### src/rtl/elevator_call_scheduler.sv
// elevator_call_scheduler
// SCAN (collective) call scheduler and motion sequencer for an elevator car.
// Hall/cab calls are latched per floor and served in the current direction
// while any call remains ahead; the car reverses only from IDLE. One shared
// down-counter times both floor-to-floor travel and door dwell.
//
// Handshake: there is no valid/ready pair here. call_i is a level-sampled
// request vector, observed on every rising edge of clk_i. A call bit is
// captured into pending_o on that edge unless the same edge services the
// floor. pending_o is the sole source for all scheduling decisions.

module elevator_call_scheduler #(
    parameter int NB_FLOORS     = 4,
    parameter int TRAVEL_CYCLES = 8,
    parameter int DOOR_CYCLES   = 4,
    localparam int FW           = (NB_FLOORS > 2) ? $clog2(NB_FLOORS) : 1
) (
    input  logic                 clk_i,
    input  logic                 rst_i,
    input  logic [NB_FLOORS-1:0] call_i,
    output logic [NB_FLOORS-1:0] pending_o,
    output logic [FW-1:0]        floor_o,
    output logic                 moving_o,
    output logic                 dir_up_o,
    output logic                 open_o
);

    // The timer only ever holds reload values minus one, so size it for the
    // longer of the two intervals.
    localparam int MAX_CYC = (TRAVEL_CYCLES > DOOR_CYCLES) ? TRAVEL_CYCLES : DOOR_CYCLES;
    localparam int TW      = (MAX_CYC > 1) ? $clog2(MAX_CYC) : 1;

    localparam logic [TW-1:0] TRAVEL_LOAD = TW'(TRAVEL_CYCLES - 1);
    localparam logic [TW-1:0] DOOR_LOAD   = TW'(DOOR_CYCLES - 1);

    typedef enum logic [1:0] {
        ST_IDLE = 2'd0,
        ST_MOVE = 2'd1,
        ST_OPEN = 2'd2
    } state_t;

    state_t                 state_q, state_d;
    logic [FW-1:0]          floor_q, floor_d;
    logic                   dir_up_q, dir_up_d;
    logic [NB_FLOORS-1:0]   pending_q, pending_d;
    logic [TW-1:0]          timer_q, timer_d;

    logic [NB_FLOORS-1:0]   here_mask;
    logic [NB_FLOORS-1:0]   above_mask;
    logic [NB_FLOORS-1:0]   below_mask;
    logic [NB_FLOORS-1:0]   next_mask;
    logic [FW-1:0]          next_floor;
    logic                   call_ahead;
    logic                   call_behind;
    logic [NB_FLOORS-1:0]   clear_mask;
    logic [NB_FLOORS-1:0]   call_mask;

    // Floor-relative masks: current floor, floors above/below it, and the
    // floor the car reaches at the end of the current travel step.
    always_comb begin
        here_mask  = '0;
        above_mask = '0;
        below_mask = '0;
        next_mask  = '0;
        next_floor = dir_up_q ? (floor_q + FW'(1)) : (floor_q - FW'(1));
        for (int i = 0; i < NB_FLOORS; i++) begin
            if (FW'(i) == floor_q)    here_mask[i]  = 1'b1;
            if (FW'(i) >  floor_q)    above_mask[i] = 1'b1;
            if (FW'(i) <  floor_q)    below_mask[i] = 1'b1;
            if (FW'(i) == next_floor) next_mask[i]  = 1'b1;
        end
        call_ahead  = dir_up_q ? |(pending_q & above_mask) : |(pending_q & below_mask);
        call_behind = dir_up_q ? |(pending_q & below_mask) : |(pending_q & above_mask);
    end

    // Next-state, timer and call-capture logic for the IDLE/MOVE/OPEN sequencer.
    always_comb begin
        state_d    = state_q;
        floor_d    = floor_q;
        dir_up_d   = dir_up_q;
        timer_d    = timer_q;
        clear_mask = '0;
        call_mask  = call_i;

        case (state_q)
            ST_IDLE: begin
                if (|(pending_q & here_mask)) begin
                    state_d    = ST_OPEN;
                    clear_mask = here_mask;
                    timer_d    = DOOR_LOAD;
                end else if (call_ahead) begin
                    state_d = ST_MOVE;
                    timer_d = TRAVEL_LOAD;
                end else if (call_behind) begin
                    // The only place the car reverses.
                    dir_up_d = ~dir_up_q;
                    state_d  = ST_MOVE;
                    timer_d  = TRAVEL_LOAD;
                end
            end

            ST_MOVE: begin
                if (timer_q != '0) begin
                    timer_d = timer_q - TW'(1);
                end else begin
                    floor_d = next_floor;
                    if (|(pending_q & next_mask)) begin
                        state_d    = ST_OPEN;
                        clear_mask = next_mask;
                        timer_d    = DOOR_LOAD;
                    end else begin
                        // Pending bits only clear on service, so a call is
                        // still ahead and the car keeps going.
                        timer_d = TRAVEL_LOAD;
                    end
                end
            end

            ST_OPEN: begin
                // A call at the open floor holds the door instead of latching.
                call_mask = call_i & ~here_mask;
                if (|(call_i & here_mask)) begin
                    timer_d = DOOR_LOAD;
                end else if (timer_q != '0) begin
                    timer_d = timer_q - TW'(1);
                end else begin
                    state_d = ST_IDLE;
                end
            end

            default: begin
                state_d = ST_IDLE;
            end
        endcase

        // Clearing wins over a same-edge call for the served floor.
        pending_d = (pending_q | call_mask) & ~clear_mask;
    end

    // State, position, direction, call and timer registers.
    always_ff @(posedge clk_i) begin
        if (rst_i) begin
            state_q   <= ST_IDLE;
            floor_q   <= '0;
            dir_up_q  <= 1'b1;
            pending_q <= '0;
            timer_q   <= '0;
        end else begin
            state_q   <= state_d;
            floor_q   <= floor_d;
            dir_up_q  <= dir_up_d;
            pending_q <= pending_d;
            timer_q   <= timer_d;
        end
    end

    assign pending_o = pending_q;
    assign floor_o   = floor_q;
    assign dir_up_o  = dir_up_q;
    assign moving_o  = (state_q == ST_MOVE);
    assign open_o    = (state_q == ST_OPEN);

endmodule

### config.mk
export PLATFORM = sky130hd
export DESIGN_NAME = elevator_call_scheduler
export DESIGN_NICKNAME = d
export VERILOG_FILES = /design/src/rtl/elevator_call_scheduler.sv
export SDC_FILE = /design/constraint.sdc
export NUM_CORES = 1
export LEC_CHECK = 0
export CORE_MARGIN = 10
export CORE_UTILIZATION = 55
export DETAILED_ROUTE_END_ITERATION = 12
export PLACE_DENSITY = 0.88
export SLEW_MARGIN = 10
export SYNTH_ARGS = -nofsm -noshare
export SYNTH_HDL_FRONTEND = slang
export SYNTH_SLANG_ARGS = --single-unit
### constraint.sdc
create_clock -name clk_i -period 5 [get_ports clk_i]
set_input_delay 1.5 -clock clk_i [delete_from_list [all_inputs] [get_ports clk_i]]
set_output_delay 1.5 -clock clk_i [all_outputs]
set_load 0.005 [all_outputs]
==> results_dict.tcl, run 1 <==
set metrics [dict create \
    slew_violations 0 \
    tightestPinTransition_ns 0.584 \
    grt_pass1_vias 857 \
    dpl_cell_area_um2 1050 \
    port_buffers 14 \
    p_per_area_nw_per_um2 536 \
    synth_nets 124 \
    die_w_um 60.3 \
    cts_buffers 3 \
    worst_hold_path_type "flip-flop to flip-flop" \
    drt_drc_violations_left 0 \
    rr_worst_depth 7 \
    fin_nets 141 \
    cts.sinks 12 \
    cts_setup_buffers 0 \
    ant_nets 0 \
    synth.largest_area_cell "dfxtp_1" \
    vias 903 \
    crit_type "flip-flop to output pin" \
    synth-warning-count 0 \
    fin_setup_tns_ns 0 \
    cp.arrival_ns 1.66 \
    cpMaxStageDelayCell "clkdlybuf4s50_1" \
    synthesis.area_um2 893 \
    insertion_delay_ns 0.28 \
    ys_seq_area_share_pct 26.9 \
    cp-start-kind "flip-flop" \
    htree_levels 1 \
    path_max_fanout 9 \
    multi_input_area_um2 608 \
    final.period_utilization_pct 63.2 \
    cellLeakagePower_uw 0.000431 \
    cp.depth 3 \
    setup_viol 0 \
    wl_um 2380 \
    finClkSkew_ns 0.00355 \
    drt_iter0_drc 52 \
    synth-seq-cells 12 \
    syn_to_final_growth_pct 21.1 \
    rsz0062_at_grt "no" \
    yosys-top-cells-count "dfxtp_1, ha_1, nand2_1" \
    grtUsageTotal_pct 13.6 \
    clk_pin_slew_worst_paths_ns 0.08 \
    slew_headroom_pct 60.7 \
    holdBufCountCts 0 \
    period_needed_ns 3.16 \
    yosysTopAreaCellShare_pct 26.9 \
    dp.cells 134 \
    critPathBufInv 2 \
    stdcell_count 138 \
    grt_overflow 0 \
    gp_congestion 0.886 \
    diodes 0 \
    syn_inst 106 \
    holdPathStages 2 \
    die_h_um 60.3 \
    ys_types 36 \
    firstDrtPassIters 4 \
    fillers 126 \
    coreArea_um2 1520 \
    async_flop_share_pct 0 \
    grt_max_degree 14 \
    cts_max_path_buffers 2 \
    hold_viol_final 0 \
    cts_tree "built" \
    cts_resized 0 \
    synth_flop_cell "dfxtp_1" \
    drive_above_1_share_pct 8.20 \
    rows 14 \
    ir_drop_mv 0.309 \
    regArea_um2 240 \
    required_ns 3.50 \
    fmax_ghz 0.317 \
    dp_hpwl_um 1740 \
    grt_pass1_wl_um 3820 \
    cts_root_buf "clkbuf_4" \
    grt_antenna_before_repair 0 \
    start_util_pct 58.6 \
    status "complete, no violations" \
    crit_family "buffers and inverters" \
    fin_area_um2 1080 \
    dieArea_um2 3640 \
    critical_path.cell_chain "inv_1, ha_1, clkdlybuf4s50_1" \
    max_stage_delay_ns 0.58 \
    wl_per_cell_um 17.3 \
    cap_violations 0 \
    cp-end-kind "output pin" \
    io_pins 15 \
    synth-edff-count 0 \
    syn_area_per_cell_um2 8.43 \
    viasPerCell 6.54 \
    yosys-top-cells-area "dfxtp_1, ha_1, a21oi_1" \
]
==> cells in the final DEF (no fill, tap or decap), types with 2 or more instances in the layout <==
cell and count:
a2111oi_0 2, a211o_1 2, a211oi_1 2, a21oi_1 8, a22oi_1 4, a31oi_1 2
clkbuf_4 3, clkdlybuf4s50_1 14, dfxtp_1 12, ha_1 12, inv_1 9, nand2_1 10
nand2b_1 2, nand3_1 3, nor2_1 9, nor3_1 4, xnor2_1 3
==> kinds of logic after synthesis <==
group | count (synthesis) | share of synthesized area (%)
adder cells (fa/ha/maj) | 12 | 16.8
multiplexers | 2 | 3.78
flip-flops | 12 | 26.9
AO/OA/AOI/OAI | 32 | 27.5
XOR/XNOR | 3 | 2.94
buffers and inverters | 12 | 5.04
AND/OR/NAND/NOR | 33 | 17.1
==> path summary, 6_finish.rpt <==
kind	start	slack, ns	end
max	state_q[0]$_SDFFE_PP0P_	1.84	open_o
min	timer_q[2]$_SDFFE_PP0P_	0.53	timer_q[2]$_SDFFE_PP0P_
max reg2reg	floor_o[0]$_SDFFE_PP0P_	2.34	timer_q[2]$_SDFFE_PP0P_
min reg2reg	timer_q[2]$_SDFFE_PP0P_	0.53	timer_q[2]$_SDFFE_PP0P_
==> worst register-to-register path, stage by stage, from the launching register on <==
cell,delay (ns)
dfxtp_1,0.50
inv_2,0.16
ha_1,0.33
xnor2_1,0.45
mux4_2,0.43
o221a_1,0.25
or3_1,0.36
a21oi_2,0.12
==> state kept, by name, indices dropped and copies added, names as in the netlist <==
register,count
pending_o,4
timer_q,3
floor_o,2
state_q,2
dir_up_o,1
==> power breakdown <==
| group | internal (uW) | switching, uW |
|---|---|---|
| sequential | 124 | 25.4 |
| clock | 44.3 | 36.4 |
| combinational | 160 | 191 |
| total | 328 | 252 |
==> final cells by class <==
type	count	share of cell area, %
Multi-Input combinational cell	82	56.2
Sequential cell	12	22.2
Inverter	10	3.47
Timing Repair Buffer	14	12.9
Clock buffer	4	3.35
Tap cell	16	1.85
==> stage by stage <==
step                hold slack (ns)  setup WS, ns  total power [uW]  utilization [%]
finish                        0.526          1.84               580             71.0
global route                  0.553          1.75               624             71.0
CTS                           0.524          1.83               577             71.0
detailed placement            0.508          1.71               493             68.6
global placement              0.495          1.78               478             68.6
floorplan                     0.469          2.33               396                -
==> per-layer routing <==
metal	share of wire (%)	track usage [%]	wire (um)	vias to the layer above
met4	2.2	7.05	53	0
met1	41	15.6	985	425
met3	8.6	4.45	204	12
met5	0	0	0	-
met2	48	21.8	1140	47
li1	-	-	-	419
Power figures use the tool's default switching activity.
==> inputs of run 2 (changes only) <==
--- a/config.mk
+++ b/config.mk
@@ -5,10 +5,11 @@
 export SDC_FILE = /design/constraint.sdc
 export NUM_CORES = 1
 export LEC_CHECK = 0
+export CORE_ASPECT_RATIO = 0.7
 export CORE_MARGIN = 10
-export CORE_UTILIZATION = 55
+export CORE_UTILIZATION = 46
 export DETAILED_ROUTE_END_ITERATION = 12
-export PLACE_DENSITY = 0.88
+export PLACE_DENSITY = 0.79
 export SLEW_MARGIN = 10
 export SYNTH_ARGS = -nofsm -noshare
 export SYNTH_HDL_FRONTEND = slang
==> constraint.sdc (replaced) <==
create_clock -name clk_i -period 2.5 [get_ports clk_i]
set_input_delay 0.75 -clock clk_i [delete_from_list [all_inputs] [get_ports clk_i]]
set_output_delay 0.75 -clock clk_i [all_outputs]
set_load 0.005 [all_outputs]
==> run 2 against run 1 <==
Cell count rose by 7.2%. Sequential power rose by 97%. Die area rose by 14%. Routed wire length fell by 1.6%. Setup slack got worse by 1.8 ns. Hold slack got worse by 0.0045 ns. Critical endpoint unchanged.
==> results_dict.tcl, run 2 (synthesis gave the netlist of run 1 again) <==
set metrics [dict create \
    rsz0062_at_grt "no" \
    cap_violations 0 \
    firstDrtPassIters 4 \
    rows 13 \
    insertion_delay_ns 0.28 \
    path_max_fanout 9 \
    drive_above_1_share_pct 11.9 \
    start_util_pct 48.2 \
    slew_violations 0 \
    gp_congestion 0.953 \
    cp-end-kind "output pin" \
    die_h_um 56.9 \
    period_needed_ns 2.42 \
    slew_headroom_pct 54.6 \
    grt_pass1_vias 845 \
    finalWorstSetupSlack_ns 0.0825 \
    whs_ns 0.521 \
    critical_path.startpoint "state_q[0]$_SDFFE_PP0P_" \
    fin_setup_tns_ns 0 \
    viasPerCell 6.09 \
    grt_pass1_wl_um 3860 \
    grt_max_degree 14 \
    crit_type "flip-flop to output pin" \
    status "complete, no violations" \
    cts.sinks 12 \
    layout_common_cells "clkdlybuf4s50_1, ha_1, dfxtp_1, nand2_1" \
    r2r_start "floor_o[1]$_SDFFE_PP0P_" \
    worst_hold_path_type "flip-flop to flip-flop" \
    cts_buffers 3 \
    coreArea_um2 1850 \
    wl_um 2340 \
    clk_pin_slew_worst_paths_ns 0.08 \
    power.total_uw 1210 \
    finClkSkew_ns 0.000469 \
    fmax_ghz 0.414 \
    grt_antenna_before_repair 0 \
    cp.arrival_ns 1.67 \
    wl_per_cell_um 15.8 \
    hold_viol_final 0 \
    syn_to_final_growth_pct 26.5 \
    setup_viol 0 \
    diodes 0 \
    layout_commonest_cell "clkdlybuf4s50_1" \
    cts_tree "built" \
    tightestPinTransition_ns 0.675 \
    p_per_area_nw_per_um2 1070 \
    required_ns 1.75 \
    hp-start "timer_q[2]$_SDFFE_PP0P_" \
    drt_iter0_drc 61 \
    io_pins 15 \
    cellLeakagePower_uw 0.000454 \
    cts_setup_buffers 0 \
    cp-start-kind "flip-flop" \
    vias 901 \
    htree_levels 1 \
    pre_cts_ws_ns 0.0122 \
    cts_max_path_buffers 2 \
    cts_root_buf "clkbuf_4" \
    fin_nets 145 \
    finish.utilization_pct 60.9 \
    dp_hpwl_um 1800 \
    die_w_um 72.7 \
    holdBufCountCts 0 \
    final.period_utilization_pct 96.7 \
    drt_drc_violations_left 0 \
    largest_register_ffs 4 \
    port_buffers 14 \
    ir_drop_mv 0.627 \
    dieArea_um2 4130 \
    grtUsageTotal_pct 11.1 \
    grt_overflow 0 \
    ant_nets 0 \
]
-- run 2: layout make-up --
type                            instances  area [um2]
Fill cell                             168         724
Inverter                               10        37.5
Tap cell                               22        27.5
Clock buffer                            4        36.3
Timing Repair Buffer                   18         170
Sequential cell                        12         241
Multi-Input combinational cell         82         617
-- run 2: metal layers --
layer	vias to the layer above	GRT usage (%)	routed length, um
met5	-	0	0
met4	0	1.62	38
met3	8	4.91	249
met2	48	15.7	960
met1	410	15.2	1090
li1	435	-	-
-- run 2: critical path: stages (launching register included) --
cell,delay (ns)
dfxtp_1,0.34
inv_1,0.10
ha_1,0.36
clkdlybuf4s50_1,0.58
-- run 2: stage by stage --
step	cell area, um2	instances
final	1130	148
after global routing	1130	148
after CTS	1120	148
after detailed placement	1080	144
after global placement	1080	144
after floorplan	893	106
-- run 2: final timing paths --
path | end | slack (ns) | cells past startpoint
worst max register to register | state_q[0]$_SDFFE_PP0P_ | 0.27 | 7
worst min register to register | timer_q[2]$_SDFFE_PP0P_ | 0.52 | 2
worst min-delay path | timer_q[2]$_SDFFE_PP0P_ | 0.52 | 2
worst max-delay path | open_o | 0.08 | 3
-- run 2: timing repair --
| action | in CTS | in global routing |
|---|---|---|
| endpoints found under the hold margin | 0 | 0 |
| setup endpoints to repair | 0 | 3 |
| gates resized for setup | 0 | 2 |
-- run 2: power by group --
part           total [uW]  internal (uW)  leakage, uW  switching [uW]
Clock                 162           88.8    0.0000210            73.3
Sequential            293            248     0.000100            45.7
Combinational         753            359     0.000333             394
==> inputs of run 3 (changes only) <==
--- a/config.mk
+++ b/config.mk
@@ -5,10 +5,11 @@
 export SDC_FILE = /design/constraint.sdc
 export NUM_CORES = 1
 export LEC_CHECK = 0
-export CORE_ASPECT_RATIO = 0.7
+export ABC_CLOCK_PERIOD_IN_PS = 2500
 export CORE_MARGIN = 10
-export CORE_UTILIZATION = 46
+export CORE_UTILIZATION = 55
 export DETAILED_ROUTE_END_ITERATION = 12
+export DONT_BUFFER_PORTS = 1
 export PLACE_DENSITY = 0.79
 export SLEW_MARGIN = 10
 export SYNTH_ARGS = -nofsm -noshare
==> run 3 against run 2 <==
Count of clock-buffer cells in the layout decreased by 1. Setup slack better by 0.084 ns. Clock skew hardly changed. Clock power shrank 25%. Critical path type is now flip-flop to flip-flop. Die area shrank 12%. Largest cell class unchanged.
==> results_dict.tcl, run 3 (synthesis gave the netlist of run 1 again) <==
set metrics [dict create \
    status "complete, no violations" \
    sequentialPowerShare_pct 27.3 \
    die_w_um 60.3 \
    viasPerCell 6.38 \
    hold_viol_final 0 \
    crit_type "flip-flop to flip-flop" \
    drt_iter0_drc 23 \
    largest_register_ffs 4 \
    insertion_delay_ns 0.27 \
    wl_um 2150 \
    cts.sinks 12 \
    firstDrtPassIters 4 \
    slew_headroom_pct 59.0 \
    dpl_cell_area_um2 928 \
    fillers 138 \
    fin_nets 130 \
    final.period_utilization_pct 93.4 \
    dieArea_um2 3640 \
    clkPwrFrac_pct 11.3 \
    period_needed_ns 2.33 \
    vias 804 \
    tightestPinTransition_ns 0.609 \
    power.total_uw 1080 \
    cap_violations 0 \
    fmax_ghz 0.428 \
    rsz0062_at_grt "no" \
    io_pins 15 \
    die_h_um 60.3 \
    cp-start-kind "flip-flop" \
    port_buffers 0 \
    finalWorstSetupSlack_ns 0.166 \
    htree_levels 1 \
    clk_pin_slew_worst_paths_ns 0.08 \
    required_ns 2.67 \
    grt_antenna_before_repair 0 \
    grt_pass1_vias 807 \
    grtUsageTotal_pct 12.7 \
    fin_setup_tns_ns 0 \
    p_int_uw 603 \
    cts_setup_buffers 0 \
    syn_to_final_growth_pct 7.42 \
    ant_nets 0 \
    diodes 0 \
    p_per_area_nw_per_um2 1130 \
    grt_pass1_wl_um 3600 \
    gp_congestion 0.845 \
    worst_hold_path_type "flip-flop to flip-flop" \
    cp-end-kind "flip-flop" \
    fin_area_um2 960 \
    pre_cts_ws_ns 0.212 \
    grt_overflow 0 \
    start_util_pct 58.6 \
    drt_drc_violations_left 0 \
    cts_buffers 3 \
    finClkSkew_ns 0.000437 \
    setup_viol 0 \
    path_max_fanout 8 \
    swShare_pct 44.2 \
    p_comb_share_pct 61.5 \
    cts_max_path_buffers 2 \
    cellLeakagePower_uw 0.000388 \
    drive_above_1_share_pct 10.9 \
    slew_violations 0 \
    wl_per_cell_um 17.1 \
    cts_root_buf "clkbuf_4" \
    cp.arrival_ns 2.50 \
    rows 14 \
    ir_drop_mv 0.663 \
    cts_tree "built" \
    coreArea_um2 1520 \
    p_switching_uw 478 \
    grt_max_degree 14 \
    dp_hpwl_um 1660 \
    layout_common_cells "ha_1, dfxtp_1, nand2_1, inv_1, nor2_1" \
    finish.utilization_pct 63.0 \
]
[run 3: changes by cell type in the layout (fill, tap and decap cells not counted)]
cell	previous run	this run
buf_4	4	3
dfxtp_1	11	12
dfxtp_2	1	0
clkdlybuf4s50_1	14	0
clkbuf_8	1	0
[run 3: routing by layer]
layer  vias to the layer above  share of wire (%)  track usage [%]
met4                         0                1.3             5.77
li1                        396                  -                -
met1                       376                 42             14.9
met2                        27                 48             20.1
met5                         -                  0                0
met3                         5                7.8             4.45
[run 3: area by class of cell]
| cell class | count | area (um2) | share of cell area, % |
|---|---|---|---|
| Sequential cell | 12 | 240 | 25.0 |
| Multi-Input combinational cell | 82 | 617 | 64.3 |
| Clock buffer | 3 | 22.5 | 2.35 |
| Inverter | 10 | 37.5 | 3.91 |
| Timing Repair Buffer | 3 | 22.5 | 2.35 |
| Tap cell | 16 | 20.0 | 2.09 |
[run 3: worst paths after layout]
check	start	to	slack, ns	depth (start not counted)
max	floor_o[1]$_SDFFE_PP0P_	state_q[0]$_SDFFE_PP0P_	0.17	7
min	timer_q[1]$_SDFFE_PP0P_	timer_q[1]$_SDFFE_PP0P_	0.50	2
max reg2reg	floor_o[1]$_SDFFE_PP0P_	state_q[0]$_SDFFE_PP0P_	0.17	7
min reg2reg	timer_q[1]$_SDFFE_PP0P_	timer_q[1]$_SDFFE_PP0P_	0.50	2
[run 3: stage by stage]
step / cells / hold WS, ns
final: 126 / 0.497
after global routing: 126 / 0.519
after CTS: 126 / 0.500
after detailed placement: 123 / 0.489
after global placement: 123 / 0.475
after floorplan: 106 / 0.469
[run 3: power groups by stage]
stage	clock network (uW)	registers [uW]	logic (uW)
final	122	295	664
after global routing	133	304	746
after CTS	124	296	646
after detailed placement	0	300	641
after global placement	0	297	630
after floorplan	0	291	501
[run 3: what timing repair did]
| action | in CTS | in global routing |
|---|---|---|
| resized for setup | 0 | 1 |
| hold buffers | 0 | 0 |
| setup endpoints to repair | 0 | 2 |
[run 3: worst max-delay path: stages (launching register included)]
cell and delay (ns):
dfxtp_1 0.49, inv_1 0.14, ha_1 0.25, a22oi_1 0.29
nand3_1 0.14, o32a_1 0.39, a21bo_2 0.21, mux2_2 0.32
